===== config.mk =====
export PLATFORM = sky130hd
export DESIGN_NAME = dual_slope_sequencer
export DESIGN_NICKNAME = d
export VERILOG_FILES = /design/src/rtl/dual_slope_sequencer.sv
export SDC_FILE = /design/constraint.sdc
export NUM_CORES = 1
export LEC_CHECK = 0
export ABC_CLOCK_PERIOD_IN_PS = 1800
export CELL_PAD_IN_SITES_DETAIL_PLACEMENT = 1
export CELL_PAD_IN_SITES_GLOBAL_PLACEMENT = 2
export CORE_MARGIN = 4
export CORE_UTILIZATION = 30
export DETAILED_ROUTE_END_ITERATION = 7
export PLACE_DENSITY = 0.7
export SYNTH_ARGS = -nofsm -noshare
export SYNTH_HDL_FRONTEND = slang
export SYNTH_SLANG_ARGS = --single-unit

===== constraint.sdc =====
create_clock -name clk_i -period 1.8 [get_ports clk_i]
set_input_delay 0.36 -clock clk_i [delete_from_list [all_inputs] [get_ports clk_i]]
set_output_delay 0.36 -clock clk_i [all_outputs]
set_load 0.02 [all_outputs]

===== src/rtl/dual_slope_sequencer.sv =====
// -----------------------------------------------------------------------------
// dual_slope_sequencer
//
// Phase controller for a dual-slope integrating voltmeter. A conversion runs
// three analog phases in order:
//   AZ    : auto-zero switch closed for AZ_CYCLES clocks
//   INT   : Vin integrate switch closed for INT_CYCLES clocks
//   DEINT : Vref de-integrate switch closed until the comparator reports the
//           integrator is back at zero, or until MAX_DEINT clocks elapse
// followed by a single DONE cycle that publishes the count.
//
// Ports:
//   clk_i            system clock
//   rst_n_i          asynchronous active-low reset
//   start_i          conversion request, looked at only in IDLE
//   abort_i          synchronous abort from AZ/INT/DEINT back to IDLE
//   comp_i           asynchronous comparator, 1 = integrator not yet at zero
//   az_en_o          auto-zero switch enable
//   int_en_o         Vin integrate switch enable
//   deint_en_o       Vref de-integrate switch enable
//   busy_o           high in every state except IDLE
//   result_o         last completed de-integrate count, held until the next
//   overflow_o       last conversion hit the de-integrate timeout
//   valid_o          one-cycle pulse, result_o/overflow_o updated this cycle
//   measurement_en_o one-cycle pulse coincident with valid_o
//   state_o          current FSM state, for debug and checker binding
//
// Handshake: valid_o is a push-only strobe with no back-pressure. It is high
// for exactly one cycle per completed conversion, and result_o/overflow_o are
// stable from that cycle until the next valid_o. An aborted or reset
// conversion never produces valid_o.
// -----------------------------------------------------------------------------
module dual_slope_sequencer #(
    parameter int CNT_W      = 12,
    parameter int AZ_CYCLES  = 256,
    parameter int INT_CYCLES = 2048,
    parameter int MAX_DEINT  = 4095
) (
    input  logic             clk_i,
    input  logic             rst_n_i,
    input  logic             start_i,
    input  logic             abort_i,
    input  logic             comp_i,
    output logic             az_en_o,
    output logic             int_en_o,
    output logic             deint_en_o,
    output logic             busy_o,
    output logic [CNT_W-1:0] result_o,
    output logic             overflow_o,
    output logic             valid_o,
    output logic             measurement_en_o,
    output logic [2:0]       state_o
);

    typedef enum logic [2:0] {
        S_IDLE  = 3'd0,
        S_AZ    = 3'd1,
        S_INT   = 3'd2,
        S_DEINT = 3'd3,
        S_DONE  = 3'd4
    } state_t;

    // One phase counter serves all three timed phases. It must be wide
    // enough for the longest fixed phase and for the de-integrate count.
    localparam int AI_MAX = (AZ_CYCLES > INT_CYCLES) ? AZ_CYCLES : INT_CYCLES;
    localparam int AI_W   = $clog2(AI_MAX + 1);
    localparam int PH_W   = (AI_W > CNT_W) ? AI_W : CNT_W;

    localparam logic [PH_W-1:0]  AZ_LAST    = PH_W'(AZ_CYCLES - 1);
    localparam logic [PH_W-1:0]  INT_LAST   = PH_W'(INT_CYCLES - 1);
    localparam logic [PH_W-1:0]  DEINT_LAST = PH_W'(MAX_DEINT);
    localparam logic [CNT_W-1:0] DEINT_SAT  = CNT_W'(MAX_DEINT);

    state_t          state;
    logic [PH_W-1:0] phase_cnt;
    logic [1:0]      comp_sync;
    logic            comp_s;

    // Two-flop synchronizer for the comparator. The two-clock lag shows up
    // as a +2 bias in result_o; the downstream scaling absorbs it.
    always_ff @(posedge clk_i or negedge rst_n_i) begin
        if (!rst_n_i) begin
            comp_sync <= 2'b00;
        end else begin
            comp_sync <= {comp_sync[0], comp_i};
        end
    end

    assign comp_s  = comp_sync[1];
    assign state_o = state;

    // Main FSM. Every output is written here alongside the next state, so
    // each output is a registered function of the state it belongs to.
    always_ff @(posedge clk_i or negedge rst_n_i) begin
        if (!rst_n_i) begin
            state            <= S_IDLE;
            phase_cnt        <= '0;
            az_en_o          <= 1'b0;
            int_en_o         <= 1'b0;
            deint_en_o       <= 1'b0;
            busy_o           <= 1'b0;
            result_o         <= '0;
            overflow_o       <= 1'b0;
            valid_o          <= 1'b0;
            measurement_en_o <= 1'b0;
        end else begin
            // Strobes default low; only the DEINT exit raises them.
            valid_o          <= 1'b0;
            measurement_en_o <= 1'b0;

            case (state)
                S_IDLE: begin
                    if (start_i) begin
                        state     <= S_AZ;
                        phase_cnt <= '0;
                        az_en_o   <= 1'b1;
                        busy_o    <= 1'b1;
                    end
                end

                S_AZ: begin
                    // Abort wins over a phase that is completing this cycle.
                    if (abort_i) begin
                        state     <= S_IDLE;
                        phase_cnt <= '0;
                        az_en_o   <= 1'b0;
                        busy_o    <= 1'b0;
                    end else if (phase_cnt == AZ_LAST) begin
                        state     <= S_INT;
                        phase_cnt <= '0;
                        az_en_o   <= 1'b0;
                        int_en_o  <= 1'b1;
                    end else begin
                        phase_cnt <= phase_cnt + 1'b1;
                    end
                end

                S_INT: begin
                    if (abort_i) begin
                        state     <= S_IDLE;
                        phase_cnt <= '0;
                        int_en_o  <= 1'b0;
                        busy_o    <= 1'b0;
                    end else if (phase_cnt == INT_LAST) begin
                        state      <= S_DEINT;
                        phase_cnt  <= '0;
                        int_en_o   <= 1'b0;
                        deint_en_o <= 1'b1;
                    end else begin
                        phase_cnt <= phase_cnt + 1'b1;
                    end
                end

                S_DEINT: begin
                    // phase_cnt equals the number of completed DEINT cycles,
                    // so a comparator already low on entry yields 0.
                    if (abort_i) begin
                        state      <= S_IDLE;
                        phase_cnt  <= '0;
                        deint_en_o <= 1'b0;
                        busy_o     <= 1'b0;
                    end else if (!comp_s) begin
                        state            <= S_DONE;
                        deint_en_o       <= 1'b0;
                        result_o         <= phase_cnt[CNT_W-1:0];
                        overflow_o       <= 1'b0;
                        valid_o          <= 1'b1;
                        measurement_en_o <= 1'b1;
                    end else if (phase_cnt == DEINT_LAST) begin
                        // Timeout: the counter saturates here and never wraps.
                        state            <= S_DONE;
                        deint_en_o       <= 1'b0;
                        result_o         <= DEINT_SAT;
                        overflow_o       <= 1'b1;
                        valid_o          <= 1'b1;
                        measurement_en_o <= 1'b1;
                    end else begin
                        phase_cnt <= phase_cnt + 1'b1;
                    end
                end

                S_DONE: begin
                    // Always exactly one cycle; abort has nothing to cancel.
                    state     <= S_IDLE;
                    phase_cnt <= '0;
                    busy_o    <= 1'b0;
                end

                default: begin
                    state      <= S_IDLE;
                    phase_cnt  <= '0;
                    az_en_o    <= 1'b0;
                    int_en_o   <= 1'b0;
                    deint_en_o <= 1'b0;
                    busy_o     <= 1'b0;
                end
            endcase
        end
    end

    // The analog switches must never be commanded closed together.
    a_switch_excl: assert property (
        @(posedge clk_i) disable iff (!rst_n_i)
        $onehot0({az_en_o, int_en_o, deint_en_o})
    );

    // valid_o and measurement_en_o are the same event seen by two consumers.
    a_strobe_pair: assert property (
        @(posedge clk_i) disable iff (!rst_n_i)
        valid_o == measurement_en_o
    );

endmodule


==> results.sh <==
export IMPL_status="complete, no violations"
export IMPL_htreeDepth=2
export IMPL_fin_setup_tns_ns=0
export IMPL_cp_end_kind="flop"
export IMPL_grt_util_all_layers_pct=15.5
export IMPL_critical_path_class="reg -> reg"
export IMPL_antenna_cells=0
export IMPL_drt_pass1_iterations=4
export IMPL_yosysUniqueCellTypes=50
export IMPL_grt_start_max_net_pins=36
export IMPL_ys_seq_area_share_pct=50.7
export IMPL_clock_latency_ns=0.29
export IMPL_syn2layout_area_growth_pct=44.5
export IMPL_antenna_found_initial=0
export IMPL_layout_common_cells="buf_4, dfrtp_1, clkdlybuf4s50_1"
export IMPL_critPathRequiredTime_ns=1.97
export IMPL_ys_ff_latch=35
export IMPL_grt_busiest_layer="met2"
export IMPL_async_reset_ff_share_pct=100
export IMPL_max_slew_margin_pct=68.0
export IMPL_crit_arrival_ns=1.92
export IMPL_path_clk_slew_ns=0.07
export IMPL_core_um2=5540
export IMPL_r2r_cells=4
export IMPL_critPathLaunchType="flop"
export IMPL_wl_per_cell_um=16.6
export IMPL_clockBufferDepth=2
export IMPL_hpwl_um=3660
export IMPL_hold_path_class="reg -> reg"
export IMPL_syn_num_nets=169
export IMPL_finalCriticalPeriod_ns=1.74
export IMPL_tritoncts="built"
export IMPL_power_leakage_nw=1.12
export IMPL_final_max_slew_viol_count=0
export IMPL_cts_sinks=35
export IMPL_vias=1532
export IMPL_rsz0062_at_grt="yes"
export IMPL_grt_pass1_vias=1745
export IMPL_grt_first_pass_wirelength_um=8840
export IMPL_hold_violations=0
export IMPL_die_w_um=83.9
export IMPL_hold_path_depth=0
export IMPL_whs_ns=0.355
export IMPL_finClkSkew_ns=0.00487
export IMPL_synthCells=163
export IMPL_ys_warn_count=0
export IMPL_drtIter0Drc=22
export IMPL_ant_nets=0
export IMPL_drc=0
export IMPL_die_h_um=83.9
export IMPL_rows=27
export IMPL_fillers=632
export IMPL_irDropWorstVdd_v=0.000376
export IMPL_worst_slew_pin_slew_ns=0.475
export IMPL_root_buffer="clkbuf_8"
export IMPL_synth_edf_count=0
export IMPL_layout_drive_gt1_share_pct=30.8
export IMPL_met2_usage_pct=26.3
export IMPL_met1_usage_pct=19.5
export IMPL_final_nets=233
export IMPL_setup_viol=0
export IMPL_grt_met3_usage_pct=3.46
export IMPL_seq_area_um2=880
export IMPL_cts_buffers=5
export IMPL_viasPerCell=5.12
export IMPL_ioPinCount=27
export IMPL_syn_area_per_cell_um2=10.6
export IMPL_synth_ff_type="dfrtp_1"
export IMPL_design_die_area_um2=7030
export IMPL_multi_input_area_um2=845
export IMPL_max_freq_ghz=0.574
export IMPL_maxCapViolCount=0
export IMPL_port_buffers=26
export IMPL_drt_total_wl_um=4960
export IMPL_min_period_over_period_pct=96.8
export IMPL_synth_cell_area_um2=1730
export IMPL_overflow=0
export IMPL_p_per_area_nw_per_um2=817
export IMPL_critPathMaxFanout=7
export IMPL_start_util_pct=31.2
export IMPL_final_common_cell="buf_4"
export IMPL_place_congestion=0.847
metrics by stage:
step	area [µm²]	utilization, %	total power, mW	worst slack, ns	std cells
2_1_floorplan	1730	-	1.17	0.0598	163
3_3_place_gp	2300	41.6	1.41	-0.259	288
3_5_place_dp	2300	41.6	1.43	-0.311	288
4_1_cts	2400	43.3	2.03	0.0130	295
5_1_grt	2490	45.0	2.18	-0.0400	299
6_report	2490	45.0	2.04	0.0583	299
synthesized netlist by cell type, types with 2 or more instances:
library cell	instances	area, µm²
dfrtp_1	35	876
nand2_1	14	52.6
o21ai_0	11	55.1
o22a_1	11	96.3
nand3_1	10	50.1
nor2_1	10	37.5
a21oi_1	8	40.0
xnor2_1	5	43.8
buf_2	4	20.0
nand4_1	4	25.0
and3_1	3	18.8
a211oi_1	2	15.0
a31oi_1	2	12.5
inv_1	2	7.51
mux2i_1	2	20.0
nand2b_1	2	12.5
nor2_4	2	22.5
nor2b_1	2	12.5
o21ai_1	2	10.0
or3_1	2	12.5
flip-flops by register name, summed over array words and instances (netlist names):
| register | cells |
|---|---|
| state_o | 3 |
| az_en_o | 1 |
| overflow_o | 1 |
| measurement_en_o | 1 |
| int_en_o | 1 |
| comp_sync | 2 |
| deint_en_o | 1 |
| busy_o | 1 |
| result_o | 12 |
| phase_cnt | 12 |
worst paths after layout:
check                      slack (ns)          endpoint          from
setup reg to reg                 0.06      phase_cnt[6]    state_o[1]
max in group asynchronous        0.97      phase_cnt[4]       rst_n_i
hold reg to reg                  0.35      comp_sync[1]  comp_sync[0]
setup / recovery                 0.06      phase_cnt[6]    state_o[1]
min in group asynchronous        0.49  measurement_en_o       rst_n_i
hold / removal                   0.35      comp_sync[1]  comp_sync[0]
layer usage:
metal  share of wire (%)  vias to the layer above
met5                   0                        -
met4                 1.4                        0
met3                 3.1                        6
met2                  50                       22
met1                  46                      777
li1                    -                      727
report_power, final:
group	total [mW]	internal, mW	switching (mW)	leakage [nW]
Combinational	0.567	0.251	0.316	0.602
Clock	0.584	0.300	0.284	0.0470
Sequential	0.887	0.841	0.0463	0.467
Total	2.04	1.39	0.647	1.12
layout make-up:
cell class              count  area share (%)
multi-input cells         118            33.9
clock buffers               6            3.31
well taps                  72            3.61
flip-flops and latches     35            35.3
clock inverters             1           0.201
inverters                   2           0.301
repair buffers             65            23.5
logic make-up (layout without fill, tap and decap cells):
family	Yosys count	count (layout)	synth area share (%)
and+or+nand+nor	63	63	22.3
AOI/OAI and AO/OA	47	47	19.3
DFF	35	35	50.7
buffers and inverters	10	74	3.19
xor gates and xnor gates	5	5	2.54
muxes	2	2	1.16
adders and majority gates	1	1	0.725
worst max-delay path: stages, from the launching register on:
cell and delay [ns]:
dfrtp_1 0.41, or4_1 0.69, o21ai_1 0.30, o21ai_0 0.15, o41ai_1 0.08
repair_timing:
item	4_1_cts	5_1_grt
pin swaps	2	5
hold buffers	0	0
setup buffers	0	4
setup endpoints to repair	10	25
resized for setup	3	15
Note: power is estimated with default switching activity, not from simulation.
==> RTL change (same flow settings) <==
`INT_CYCLES`: 2048 -> 1024.
--- a/src/rtl/dual_slope_sequencer.sv
+++ b/src/rtl/dual_slope_sequencer.sv
@@ -34,5 +34,5 @@
     parameter int CNT_W      = 12,
     parameter int AZ_CYCLES  = 256,
-    parameter int INT_CYCLES = 2048,
+    parameter int INT_CYCLES = 1024,
     parameter int MAX_DEINT  = 4095
 ) (
Behaviour: no difference found for any inputs over 10 cycles, from zero or initial values and one cycle with rst_n_i low; that may be too few to reach the edited logic, so the function may still have changed.
==> RTL change against the original RTL <==
- sequential cell count stayed put
- the run now ends with negative setup slack left
- non-clock buffer count is 2 lower
- count of clock-buffer cells in the layout is 1 higher
- synthesized area is 2.1% lower
- design area is 1.7% lower
- sequential share of layout area is 0.56 points higher
- largest cell class unchanged
- die area is 1.9% lower
- core utilization is 0.22 points lower
- setup slack worse by 0.42 ns
- highest routed layer unchanged
- routed wire length is 8.0% higher
Power is not compared: it rests on default switching activity, and its combinational part moved more than twofold at a synthesized area within 25%.
==> RTL change: results (changes against the original RTL) <==
----------------------------------------------------
[Final layout]
  Clock distribution area overhead in the final layout ... 3.88% (+0.37 points)
  Multi-input gate share of total cell area ... 33.5% (-0.38 points)
  Signal buffers ... 63 (-3.1%)
  Sequential share of cell area ... 35.8% (+0.56 points)
  Layout Nets ... 229 (-1.7%)
  Post-Route Utilization ... 44.8% (-0.22 points)
  Final cell count without fillers ... 296 (-1.0%)
  Multi-input comb cells ... 112 (-5.1%)
  Number of filler cells placed in the layout ... 623 (-1.4%)
  Layout cells sized above 1 ... 29.5% (-1.4 points)
  Data buffer area share ... 22.2% (-1.2 points)
  # clk buffers ... 7 (+1)
  Non-clock inverter count ... 6 (+4)

[Clock tree]
  Number of buffers added for setup after CTS ... 1 (+1)
  Number of gates resized after CTS ... 12 (+9)

[STA]
  Final WS setup ... -0.367 ns (-0.425 ns)
  Worst-case clock skew ... 0.00986 ns (+0.00499 ns)
  Minimum hold slack ... 0.365 ns (+0.0103 ns)
  Setup-failing EPs final ... 30 (+30)
  Setup TNS ... -6.27 ns (-6.27 ns)
  Transition at the pin with the smallest max-transition slack ... 0.462 ns (-0.0124 ns)

[GRT]
  Combined global-route utilization of all metal layers ... 16.3% (+0.82 points)
  Wire length of the first global-routing pass ... 9050 um (+2.4%)
  Vias in the first global route ... 1723 (-1.3%)

[Yosys]
  Commonest cells in the netlist ... dfrtp_1, nor2_1, o22a_1, nand2_1
  Multiplexer share of the synthesized area ... 1.26% (+0.099 points)
  Net count after synthesis ... 167 (-1.2%)
  Synth Area in Compound Gates ... 25.4% (+6.0 points)
  Post-synthesis share of cell area spent on full adders, half adders and majority gates ... 1.33% (+0.61 points)
  Netlist Area Pre-Place ... 1690 um^2 (-2.1%)
  Most area-consuming cells after synthesis ... dfrtp_1, o22a_1, nor2_1
  Fraction of registers with async set/reset ... 100% (unchanged)
  Seq/Total Area, Yosys ... 51.8% (+1.1 points)
  Xor and xnor area share after synthesis ... 0% (-2.5 points)
  Number of distinct library cells after synthesis ... 44 (-12%)

[Status]
  Failing checks ... negative setup slack
  Status ... finished, violations left

[Setup path]
  Peak fanout along the critical path ... 5 (-2)
  Endpoint of the most critical setup path ... phase_cnt[9]$_DFFE_PN0P_
  Worst setup path startpoint ... phase_cnt[9]$_DFFE_PN0P_
  Endpoint arrival time on the critical path ... 2.34 ns (+0.42 ns)
  Cell depth of the worst flop-to-flop path ... 5 (+1)

[Placement]
  Half-perimeter wire length after detailed placement ... 3800 um (+3.9%)
  Total cell area at the placement stage ... 2280 um^2 (-0.92%)
  Gp weighted congestion ... 0.823 (-2.8%)
  Inst Count DP ... 285 (-1.0%)
  Minimum setup slack after placement ... -0.435 ns (-0.125 ns)

[Drt]
  WL met2 ... 2770 um (+13%)
  Post-DR wirelength/cell ... 18.1 um (+9.1%)
  Wire length on met3 ... 175 um (+15%)
  Sum of routed wire segments on met1 ... 2320 um (+2.0%)
  Drt first-iter violations ... 47 (+110%)
  Detailed-route vias per instance ... 5.29 (+3.3%)

[Power]
  Leakage power total ... around 1.1 nW

[Worst hold path]
  Worst hold-check path type ... reg -> reg

----------------------------------------------------
[RTL change: changes by cell type in the layout (fill, tap and decap cells not counted), sizes merged, moves of 4 or more]
| cell | delta |
|---|---|
| xnor2 | -5 |
| nor3 | +5 |
| nand3 | -5 |
| o21ai | -7 |
| nand2 | -6 |
| nor2 | +4 |
| inv | +4 |
| a22o | +6 |
[RTL change: logic make-up after synthesis]
logic type | Yosys count
AND/OR/NAND/NOR | 54
flip-flops | 35
buffers and inverters | 15
adder cells (fa/ha/maj) | 2
multiplexers | 2
AO/OA/AOI/OAI | 53
[RTL change: per-layer routing]
metal | GRT usage, % | up-vias
li1 | - | 729
met1 | 19.7 | 792
met2 | 28.1 | 37
met3 | 4.46 | 8
met4 | 5.20 | 0
met5 | 0 | -
[RTL change: critical path, cell delays in order, from the launching register on]
cell	delay, ns
dfrtp_1	0.38
or4b_1	0.51
or4_4	0.46
a32oi_4	0.29
nor2_4	0.09
a221o_1	0.31
